### config.mk
export PLATFORM = sky130hd
export DESIGN_NAME = uart_msg_rx_flat
export DESIGN_NICKNAME = d
export VERILOG_FILES = /design/src/rtl/uart_msg_rx_pkg.sv /design/src/rtl/uart_msg_rx_if.sv /design/src/rtl/uart_msg_rx_msg_fifo.sv /design/src/rtl/uart_msg_rx.sv /design/src/flat_wrapper.sv
export SDC_FILE = /design/constraint.sdc
export NUM_CORES = 1
export LEC_CHECK = 0
export CAP_MARGIN = 20
export CORE_ASPECT_RATIO = 0.8
export CORE_MARGIN = 2
export CORE_UTILIZATION = 40
export CTS_CLUSTER_DIAMETER = 50
export DETAILED_ROUTE_END_ITERATION = 10
export PLACE_DENSITY_LB_ADDON = 0.2
export SLEW_MARGIN = 20
export SYNTH_ARGS = -nofsm -noshare
export SYNTH_HDL_FRONTEND = slang
export SYNTH_SLANG_ARGS = --single-unit
### constraint.sdc
create_clock -name clk -period 4.2 [get_ports clk]
set_input_delay 0.42 -clock clk [delete_from_list [all_inputs] [get_ports clk]]
set_output_delay 0.42 -clock clk [all_outputs]
set_load 0.05 [all_outputs]
### src/rtl/uart_msg_rx_pkg.sv
// ============================================================================
// uart_msg_rx_pkg : message geometry constants and assembly FSM states
// Revision 1.0
// ============================================================================
`default_nettype none

package uart_msg_rx_pkg;

  localparam int UART_HEADER_SIZE  = 8;
  localparam int UART_PAYLOAD_SIZE = 64;
  localparam int UART_MSG_SIZE     = UART_HEADER_SIZE + UART_PAYLOAD_SIZE;
  localparam int UART_MSG_BYTES    = UART_MSG_SIZE / 8;

  typedef enum logic [1:0] {
    ST_IDLE    = 2'd0,
    ST_COLLECT = 2'd1,
    ST_PUSH    = 2'd2
  } asm_state_t;

endpackage

`default_nettype wire

### src/rtl/uart_msg_rx_if.sv
// ============================================================================
// uart_msg_rx_if : message FIFO handshake towards the controller
// Revision 1.0
// ============================================================================
`default_nettype none

interface uart_msg_rx_if;
  import uart_msg_rx_pkg::*;

  logic                     uart_in_avail;
  logic                     uart_in_req;
  logic [UART_MSG_SIZE-1:0] uart_in_msg;
  logic                     uart_in_full;

  // master: message source (uart_msg_rx); slave: consumer (controller)
  modport master (
    output uart_in_avail,
    input  uart_in_req,
    output uart_in_msg,
    output uart_in_full
  );

  modport slave (
    input  uart_in_avail,
    output uart_in_req,
    input  uart_in_msg,
    input  uart_in_full
  );

endinterface

`default_nettype wire

### src/rtl/uart_msg_rx_msg_fifo.sv
// ============================================================================
// msg_fifo : synchronous FIFO, simultaneous push/pop allowed even when full
// Revision 1.0
// ============================================================================
`default_nettype none

module msg_fifo #(
  parameter int DEPTH = 4,
  parameter int WIDTH = 72
) (
  input  wire logic                   clk,
  input  wire logic                   n_reset,
  input  wire logic                   push,
  input  wire logic                   pop,
  input  wire logic [WIDTH-1:0]       wdata,
  output logic      [WIDTH-1:0]       rdata,
  output logic      [$clog2(DEPTH):0] count
);

  localparam int                PTR_W  = $clog2(DEPTH);
  localparam int                CNT_W  = PTR_W + 1;
  localparam logic [CNT_W-1:0]  C_FULL = CNT_W'(DEPTH);

  logic [WIDTH-1:0] r_mem [DEPTH];
  logic [PTR_W-1:0] r_wr_ptr;
  logic [PTR_W-1:0] r_rd_ptr;
  logic [CNT_W-1:0] r_count;
  logic             w_do_pop;
  logic             w_do_push;

  assign w_do_pop  = pop && (r_count != '0);
  // A full FIFO still accepts a write when a pop frees the head slot this cycle
  assign w_do_push = push && ((r_count != C_FULL) || w_do_pop);

  always_ff @(posedge clk) begin
    if (w_do_push) begin
      r_mem[r_wr_ptr] <= wdata;
    end
  end

  always_ff @(posedge clk or negedge n_reset) begin
    if (!n_reset) begin
      r_wr_ptr <= '0;
      r_rd_ptr <= '0;
      r_count  <= '0;
    end else begin
      if (w_do_push) begin
        r_wr_ptr <= r_wr_ptr + PTR_W'(1);
      end
      if (w_do_pop) begin
        r_rd_ptr <= r_rd_ptr + PTR_W'(1);
      end
      case ({w_do_push, w_do_pop})
        2'b10:   r_count <= r_count + CNT_W'(1);
        2'b01:   r_count <= r_count - CNT_W'(1);
        default: r_count <= r_count;
      endcase
    end
  end

  assign rdata = r_mem[r_rd_ptr];
  assign count = r_count;

endmodule

`default_nettype wire

### src/rtl/uart_msg_rx.sv
// ============================================================================
// uart_msg_rx : assembles UART bytes into header+payload messages and queues them
// Revision 1.0
// ============================================================================
`default_nettype none

module uart_msg_rx
  import uart_msg_rx_pkg::*;
#(
  parameter int DEPTH          = 4,
  parameter int TIMEOUT_CYCLES = 100000,
  parameter int MSG_BYTES      = UART_MSG_BYTES
) (
  input  wire logic       clk,
  input  wire logic       n_reset,
  input  wire logic       rx_valid,
  input  wire logic [7:0] rx_data,
  output logic            rx_discard,
  uart_msg_rx_if.master   uart_in
);

  localparam int                 IDX_W    = $clog2(MSG_BYTES);
  localparam int                 IDLE_W   = $clog2(TIMEOUT_CYCLES + 1);
  localparam int                 CNT_W    = $clog2(DEPTH) + 1;
  localparam logic [IDX_W-1:0]   LAST_IDX = IDX_W'(MSG_BYTES - 1);
  localparam logic [IDLE_W-1:0]  IDLE_MAX = IDLE_W'(TIMEOUT_CYCLES);
  localparam logic [IDLE_W-1:0]  IDLE_PRE = IDLE_W'(TIMEOUT_CYCLES - 1);
  localparam logic [CNT_W-1:0]   C_FULL   = CNT_W'(DEPTH);

  asm_state_t               r_state;
  logic [IDX_W-1:0]         r_idx;
  logic [IDLE_W-1:0]        r_idle;
  logic [UART_MSG_SIZE-1:0] r_shift;
  logic                     r_discard;
  logic [UART_MSG_SIZE-1:0] r_msg;
  logic [UART_MSG_SIZE-1:0] w_head;
  logic [CNT_W-1:0]         w_count;
  logic                     w_pop;

  // Assembly FSM; PUSH accepts a new header byte so back-to-back streams lose nothing
  always_ff @(posedge clk or negedge n_reset) begin
    if (!n_reset) begin
      r_state   <= ST_IDLE;
      r_idx     <= '0;
      r_idle    <= '0;
      r_shift   <= '0;
      r_discard <= 1'b0;
    end else begin
      r_discard <= 1'b0;
      case (r_state)
        ST_IDLE, ST_PUSH: begin
          r_idle <= '0;
          if (rx_valid) begin
            r_shift <= {{(UART_MSG_SIZE-8){1'b0}}, rx_data};
            r_idx   <= IDX_W'(1);
            r_state <= ST_COLLECT;
          end else begin
            r_state <= ST_IDLE;
          end
        end
        ST_COLLECT: begin
          if (rx_valid) begin
            r_shift[{r_idx, 3'b000} +: 8] <= rx_data;
            r_idx  <= r_idx + IDX_W'(1);
            r_idle <= '0;
            if (r_idx == LAST_IDX) begin
              r_state <= ST_PUSH;
            end
          end else if (r_idle == IDLE_PRE) begin
            r_idle    <= IDLE_MAX;
            r_shift   <= '0;
            r_idx     <= '0;
            r_discard <= 1'b1;
            r_state   <= ST_IDLE;
          end else if (r_idle != IDLE_MAX) begin
            r_idle <= r_idle + IDLE_W'(1);
          end
        end
        default: begin
          r_state <= ST_IDLE;
          r_idx   <= '0;
          r_idle  <= '0;
        end
      endcase
    end
  end

  assign w_pop = uart_in.uart_in_req && (w_count != '0);

  msg_fifo #(
    .DEPTH (DEPTH),
    .WIDTH (UART_MSG_SIZE)
  ) u_msg_fifo (
    .clk     (clk),
    .n_reset (n_reset),
    .push    (r_state == ST_PUSH),
    .pop     (w_pop),
    .wdata   (r_shift),
    .rdata   (w_head),
    .count   (w_count)
  );

  always_ff @(posedge clk or negedge n_reset) begin
    if (!n_reset) begin
      r_msg <= '0;
    end else if (w_pop) begin
      r_msg <= w_head;
    end
  end

  assign uart_in.uart_in_msg   = r_msg;
  assign uart_in.uart_in_avail = (w_count != '0);
  assign uart_in.uart_in_full  = (w_count == C_FULL);
  assign rx_discard            = r_discard;

endmodule

`default_nettype wire

### src/flat_wrapper.sv
// flat-port wrapper written by rule: the top's interface ports become plain ports
module uart_msg_rx_flat import uart_msg_rx_pkg::*;
#(
  parameter int DEPTH          = 4,
  parameter int TIMEOUT_CYCLES = 100000,
  parameter int MSG_BYTES      = UART_MSG_BYTES
)
  (clk, n_reset, rx_valid, rx_data, rx_discard, uart_in_uart_in_avail, uart_in_uart_in_req, uart_in_uart_in_msg, uart_in_uart_in_full);
  uart_msg_rx_if uart_in_i ();
  input  wire logic clk;
  input  wire logic n_reset;
  input  wire logic rx_valid;
  input  wire logic [7:0] rx_data;
  output logic rx_discard;
  output wire logic [$bits(uart_in_i.uart_in_avail)-1:0] uart_in_uart_in_avail;
  input wire logic [$bits(uart_in_i.uart_in_req)-1:0] uart_in_uart_in_req;
  output wire logic [$bits(uart_in_i.uart_in_msg)-1:0] uart_in_uart_in_msg;
  output wire logic [$bits(uart_in_i.uart_in_full)-1:0] uart_in_uart_in_full;
  assign uart_in_uart_in_avail = uart_in_i.uart_in_avail;
  assign uart_in_i.uart_in_req = uart_in_uart_in_req;
  assign uart_in_uart_in_msg = uart_in_i.uart_in_msg;
  assign uart_in_uart_in_full = uart_in_i.uart_in_full;
  uart_msg_rx #(.DEPTH(DEPTH), .TIMEOUT_CYCLES(TIMEOUT_CYCLES), .MSG_BYTES(MSG_BYTES)) u_core (.clk(clk), .n_reset(n_reset), .rx_valid(rx_valid), .rx_data(rx_data), .rx_discard(rx_discard), .uart_in(uart_in_i));
endmodule
# Word-level counts from Yosys, hierarchy flattened
# Memories as Yosys holds them, arrays and structs flattened. A register that Yosys moved wholly into a read port is not among the register bits.
# Cells that the tools add are included.
# totals
reg_bits	103
ram_bits	288
in_bits	12
word_cells	68
n_memories	1
# mem_list
name	depth	word_bits	rd	rd_clocked_by_memory_dff	wr	line_no	source
u_core.u_msg_fifo.r_mem	4	72	1	1	1	uart_msg_rx_msg_fifo.sv:24	logic [WIDTH-1:0] r_mem [DEPTH];
# op_classes
add_sub_neg	7
n_eq_ne	13
n_shift	2
n_mux	24
n_reduce_logical	13
# op_table
op	count
$mux W72	3
$pmux W72 S2	1
$bwmux W72	1
$shift A8 B9 Y72 const A	1
$shiftx A8 B9 Y72	1
$mux W17	4
$add A17 B1 Y17 const B	1
$eq A17 B17 Y1 const B	1
$ne A17 B17 Y1 const B	1
$mux W4	3
$neg A7 Y9	1
$pmux W4 S2	1
$mux W1	6
$mux W2	3
$ne A3 B2 Y1 const B	2
$pmux W3 S2	1
$add A2 B1 Y2 const B	2
$add A4 B1 Y4 const B	1
$eq A2 B1 Y1 const B	2
$eq A2 B2 Y1 const B	2
$eq A4 B4 Y1 const B	1
$ne A4 B2 Y1 const B	1
$pmux W2 S2	1
$reduce_and A2 Y1	2
13 further kinds	16

# Depth between registers and ports, before layout
# depth
word_depth	7
ltp_mapped	9

# Hierarchy
# A second synthesis with hierarchy kept.
# hier_totals
cells_unflattened	1009
area_unflattened_um2	18182.4
# modules_own_cells
module	n_inst	cells_per_inst	area_per_inst_um2	seq_area_each_um2
msg_fifo	1	421	10847.9	8823.5
uart_msg_rx	1	588	7334.5	4204.0

# Worst setup path before layout
# OpenSTA, ideal clock, no wires.
# synth_timing
kind	register to register
from	reg u_core.u_msg_fifo.r_count[1], in the netlist u_core.u_msg_fifo.count[1]
to	mem u_core.u_msg_fifo.r_mem[0][0], enable pin
setup_time_ns	0.582
arrival_ns	3.084
required_ns	3.618
setup_slack_ns	0.534
path_stages_with_launch	4
path_buffers	0
period_less_slack_ns	3.666
cell_sequence	dfrtp_1 -> nor3b_1 -> a21oi_1 -> and2_1
# synth_via
elab_chain_len	7
word_cells_on_any_way	8
# synth_rtl
element	line_no	source
start: declaration	uart_msg_rx_msg_fifo.sv:27	logic [CNT_W-1:0] r_count;
start signal: assignment	uart_msg_rx_msg_fifo.sv:54	2'b10: r_count <= r_count + CNT_W'(1);
start signal: assignment	uart_msg_rx_msg_fifo.sv:55	2'b01: r_count <= r_count - CNT_W'(1);
start signal: assignment	uart_msg_rx_msg_fifo.sv:56	default: r_count <= r_count;
$reduce_bool A3 Y1	uart_msg_rx_msg_fifo.sv:31, uart_msg_rx.sv:88	
$logic_and A1 B1 Y1	uart_msg_rx.sv:88	assign w_pop = uart_in.uart_in_req && (w_count != '0);
$logic_and A1 B1 Y1	uart_msg_rx_msg_fifo.sv:31	assign w_do_pop = pop && (r_count != '0);
$logic_or A1 B1 Y1 (*)	uart_msg_rx_msg_fifo.sv:33	assign w_do_push = push && ((r_count != C_FULL) || w_do_pop);
$logic_and A1 B1 Y1 (*)	uart_msg_rx_msg_fifo.sv:33	
$mux W1 (*)	uart_msg_rx_msg_fifo.sv:36	if (w_do_push) begin
$mux W1 (not written as such) (*)	uart_msg_rx_msg_fifo.sv:37	r_mem[r_wr_ptr] <= wdata;
end: declaration	uart_msg_rx_msg_fifo.sv:24	
# Every way passes the cells marked *; elsewhere a longest branch is shown, timed or not.

# Worst setup path after layout
# layout_timing
from	reg u_core.u_msg_fifo.r_count[1], in the netlist u_core.u_msg_fifo.count[1]
to	out uart_in_uart_in_full
# layout_via
elab_chain_len	1
# layout_rtl
element	line_no	source
$eq A3 B3 Y1	uart_msg_rx.sv:113	assign uart_in.uart_in_full = (w_count == C_FULL);
end: declaration	flat_wrapper.sv:18	output wire logic [$bits(uart_in_i.uart_in_full)-1:0] uart_in_uart_in_full;
# No other way between the ends.

==> out/results.ini <==
[power]
power_leakage_nw=7.493
ir_worst_vdd_mv=0.2778
p_per_area_nw_per_um2=682.5

[clock_tree]
postCtsSetupRepairBufs=0
htreeDepth=2
clkLatencyLatePin_ns=0.57
cts.clk_slew.worst_paths_ns=0.06
cts.sinks=463
cts_tree=built
clk_path_buf_depth=3
post_cts_resized=0
cts_buffers=48
cts-root-buf=clkbuf_16

[yosys]
synth_cells=928
synth-seq-cells=463
ys_top_cells_by_area=edfxtp_1, dfrtp_1, mux4_2
synth_most_common_cell=edfxtp_1
synth_common_cells=edfxtp_1, dfrtp_1, a22o_1, mux2_2, mux4_2
netlist.area_leader.share_pct=48.96
synth_nets=950
yosysTopAreaCell=edfxtp_1
async_reset_ff_share_pct=37.80
avgSynthCellArea_um2=19.04
synth_area_um2=17670
synth.yosys.seq_area_share_pct=73.74
synth_cell_types=56
yosysWarnings=0
synth_edf_count=288
yosys_most_used_dff=edfxtp_1

[run_status]
status=finished, final reports clean

[cells_and_area]
nFillCells=3612
n_antenna_cell=0
syn_to_final_growth_pct=18.13
drive_gt1_share_pct=24.21
instances_no_fill=1634
regArea_um2=13030
nNetsFinal=1057
postLayoutCoreUtil_pct=48.09
multi_input_area_um2=4405

[global_route]
grtUsageMet3_pct=2.989
antenna_found_initial=0
grt_usage_pct=16.42
use_met2_pct=25.79
grt_pass1_vias=9105
grt_pass1_wl_um=56360
grt_max_degree=75
grt.busiest_layer=met2
overflow=0
use_met1_pct=23.51

[sta]
max_slew_margin_pct=27.07
finalCriticalPeriod_ns=2.601
setup_tns_ns=0
clock.fmax_mhz=384.5
final_min_period_over_clock_period_pct=61.93
worst_pin_slew_ns=1.094
clock_skew_ns=0.01546
final_hold_viol_count=0
rsz0062_at_grt=no
drv_slew=0
setup_viol=0

[placed_design]
routabilityCongestion=0.7988
dpl.cell_count=1544
io_buffer_count=86
post-dp-hpwl_um=21200

[setup_path]
worstSetupPathType=reg -> out
worst-endpoint-required_ns=3.78
worstPathMaxFanout=5
crit_path_end_kind=primary output
crit_arrival_ns=2.18
slowest_stage=clkdlybuf4s50_1
path_cells=nor3b_1 -> clkdlybuf4s50_1
rr_worst_depth=7
worst_path_largest_cell_delay_ns=0.87
crit_path_start_kind=register

[drt]
wl_per_cell_um=22.18
viasPerCell=5.345
wl_um=36240
dr.pass1.iters=5
vias=8734
drc=0
drt_iter0_markers=564
final_antenna_net_count=0

[min_path]
hold_path.class=in -> async

[die]
start_util_pct=40.71
die_x_um=239.0
die_h_um=192.0
ios=87
num_rows=68
core_um2=43390
die-area_um2=45870

[flow_run]
cap_violations=0

## state kept, by name (all words and copies together), names as in the netlist
name and flops:
u_core.u_msg_fifo.r_mem 288, u_core.r_shift 72, u_core.uart_in.uart_in_msg 72, u_core.r_idle 17, u_core.r_idx 4, u_core.u_msg_fifo.count 3, u_core.r_state 2, u_core.u_msg_fifo.r_rd_ptr 2
u_core.u_msg_fifo.r_wr_ptr 2, u_core.rx_discard 1
## stage by stage
stage          total power, mW  hold slack [ns]  area [µm²]  setup slack, ns
6_report                 14.24           0.4373       20870            1.599
5_1_grt                  14.87           0.4985       20870            1.428
3_3_place_gp             10.12           0.4872       19260            1.388
2_1_floorplan            8.750           0.1244       17670           0.5342
3_5_place_dp             10.15           0.4919       19260            1.348
4_1_cts                  14.44           0.4697       20870            1.512
## path summary, 6_finish.rpt
| kind | from | slack (ns) | endpoint |
|---|---|---|---|
| min in group clk | u_core.uart_in.uart_in_msg[49]$_DFFE_PN0P_ | 0.50 | u_core.uart_in.uart_in_msg[49]$_DFFE_PN0P_ |
| hold reg to reg | u_core.uart_in.uart_in_msg[49]$_DFFE_PN0P_ | 0.50 | u_core.uart_in.uart_in_msg[49]$_DFFE_PN0P_ |
| setup reg to reg | u_core.r_idx[0]$_DFFE_PN0P_ | 1.69 | u_core.r_shift[30]$_DFFE_PN0P_ |
| setup / recovery | u_core.u_msg_fifo.count[1]$_DFFE_PN0P_ | 1.60 | uart_in_uart_in_full |
| max in group asynchronous | n_reset | 2.80 | u_core.u_msg_fifo.r_rd_ptr[1]$_DFFE_PN0P_ |
| hold / removal | n_reset | 0.44 | u_core.r_shift[58]$_DFFE_PN0P_ |
## critical path: cells and delay by family (launching register included)
| kind | cells | cell delay [ns] |
|---|---|---|
| buf+inv | 1 | 0.87 |
| flops | 1 | 0.44 |
| simple gates | 1 | 0.32 |
## cell usage in the layout (no fill, tap or decap), types with 8 or more instances in the layout
cell             instances
inv_1                   14
mux4_2                  72
clkbuf_8                10
clkdlybuf4s50_1         85
xnor2_1                  9
ha_1                     9
buf_12                   8
edfxtp_1               288
a22o_1                  72
nand2_1                 20
clkbuf_16               50
o21ai_0                 11
dfrtp_1                173
nor2_1                  32
mux2_2                  72
xor2_1                  13
clkbuf_1                13
nand3_1                 12
## logic make-up after synthesis
logic type      synth area share (%)
flops                          73.74
compound gates                 5.022
xor+xnor                       1.091
buf+inv                        1.424
fa+ha+maj                     0.7508
simple gates                   4.143
mux                            13.83
## power by group
part           internal, mW  total (mW)  switching (mW)  leakage, nW
logic                  1.73        4.07            2.34         1.89
registers              5.36        5.92           0.552         4.81
clock network          2.50        4.26            1.76        0.784
## metal layers
metal	vias to the layer above	part of all wire, %
met5	-	0
met4	0	1.8
met3	46	4.2
met2	180	47
met1	4632	47
li1	3876	-
## final cells by class
cell class / count / share of cell area (%)
inverters: 15 / 0.2698
repair buffers: 101 / 5.162
clock buffers: 73 / 6.889
clock inverters: 16 / 0.7614
multi-input cells: 406 / 21.11
well taps: 560 / 3.358
flip-flops and latches: 463 / 62.45
## what timing repair did
action                                 in CTS  in global routing
hold buffers                                1                  0
setup endpoints to repair                   0                  0
endpoints found under the hold margin      72                  0
Note: power is estimated with default switching activity, not from simulation.
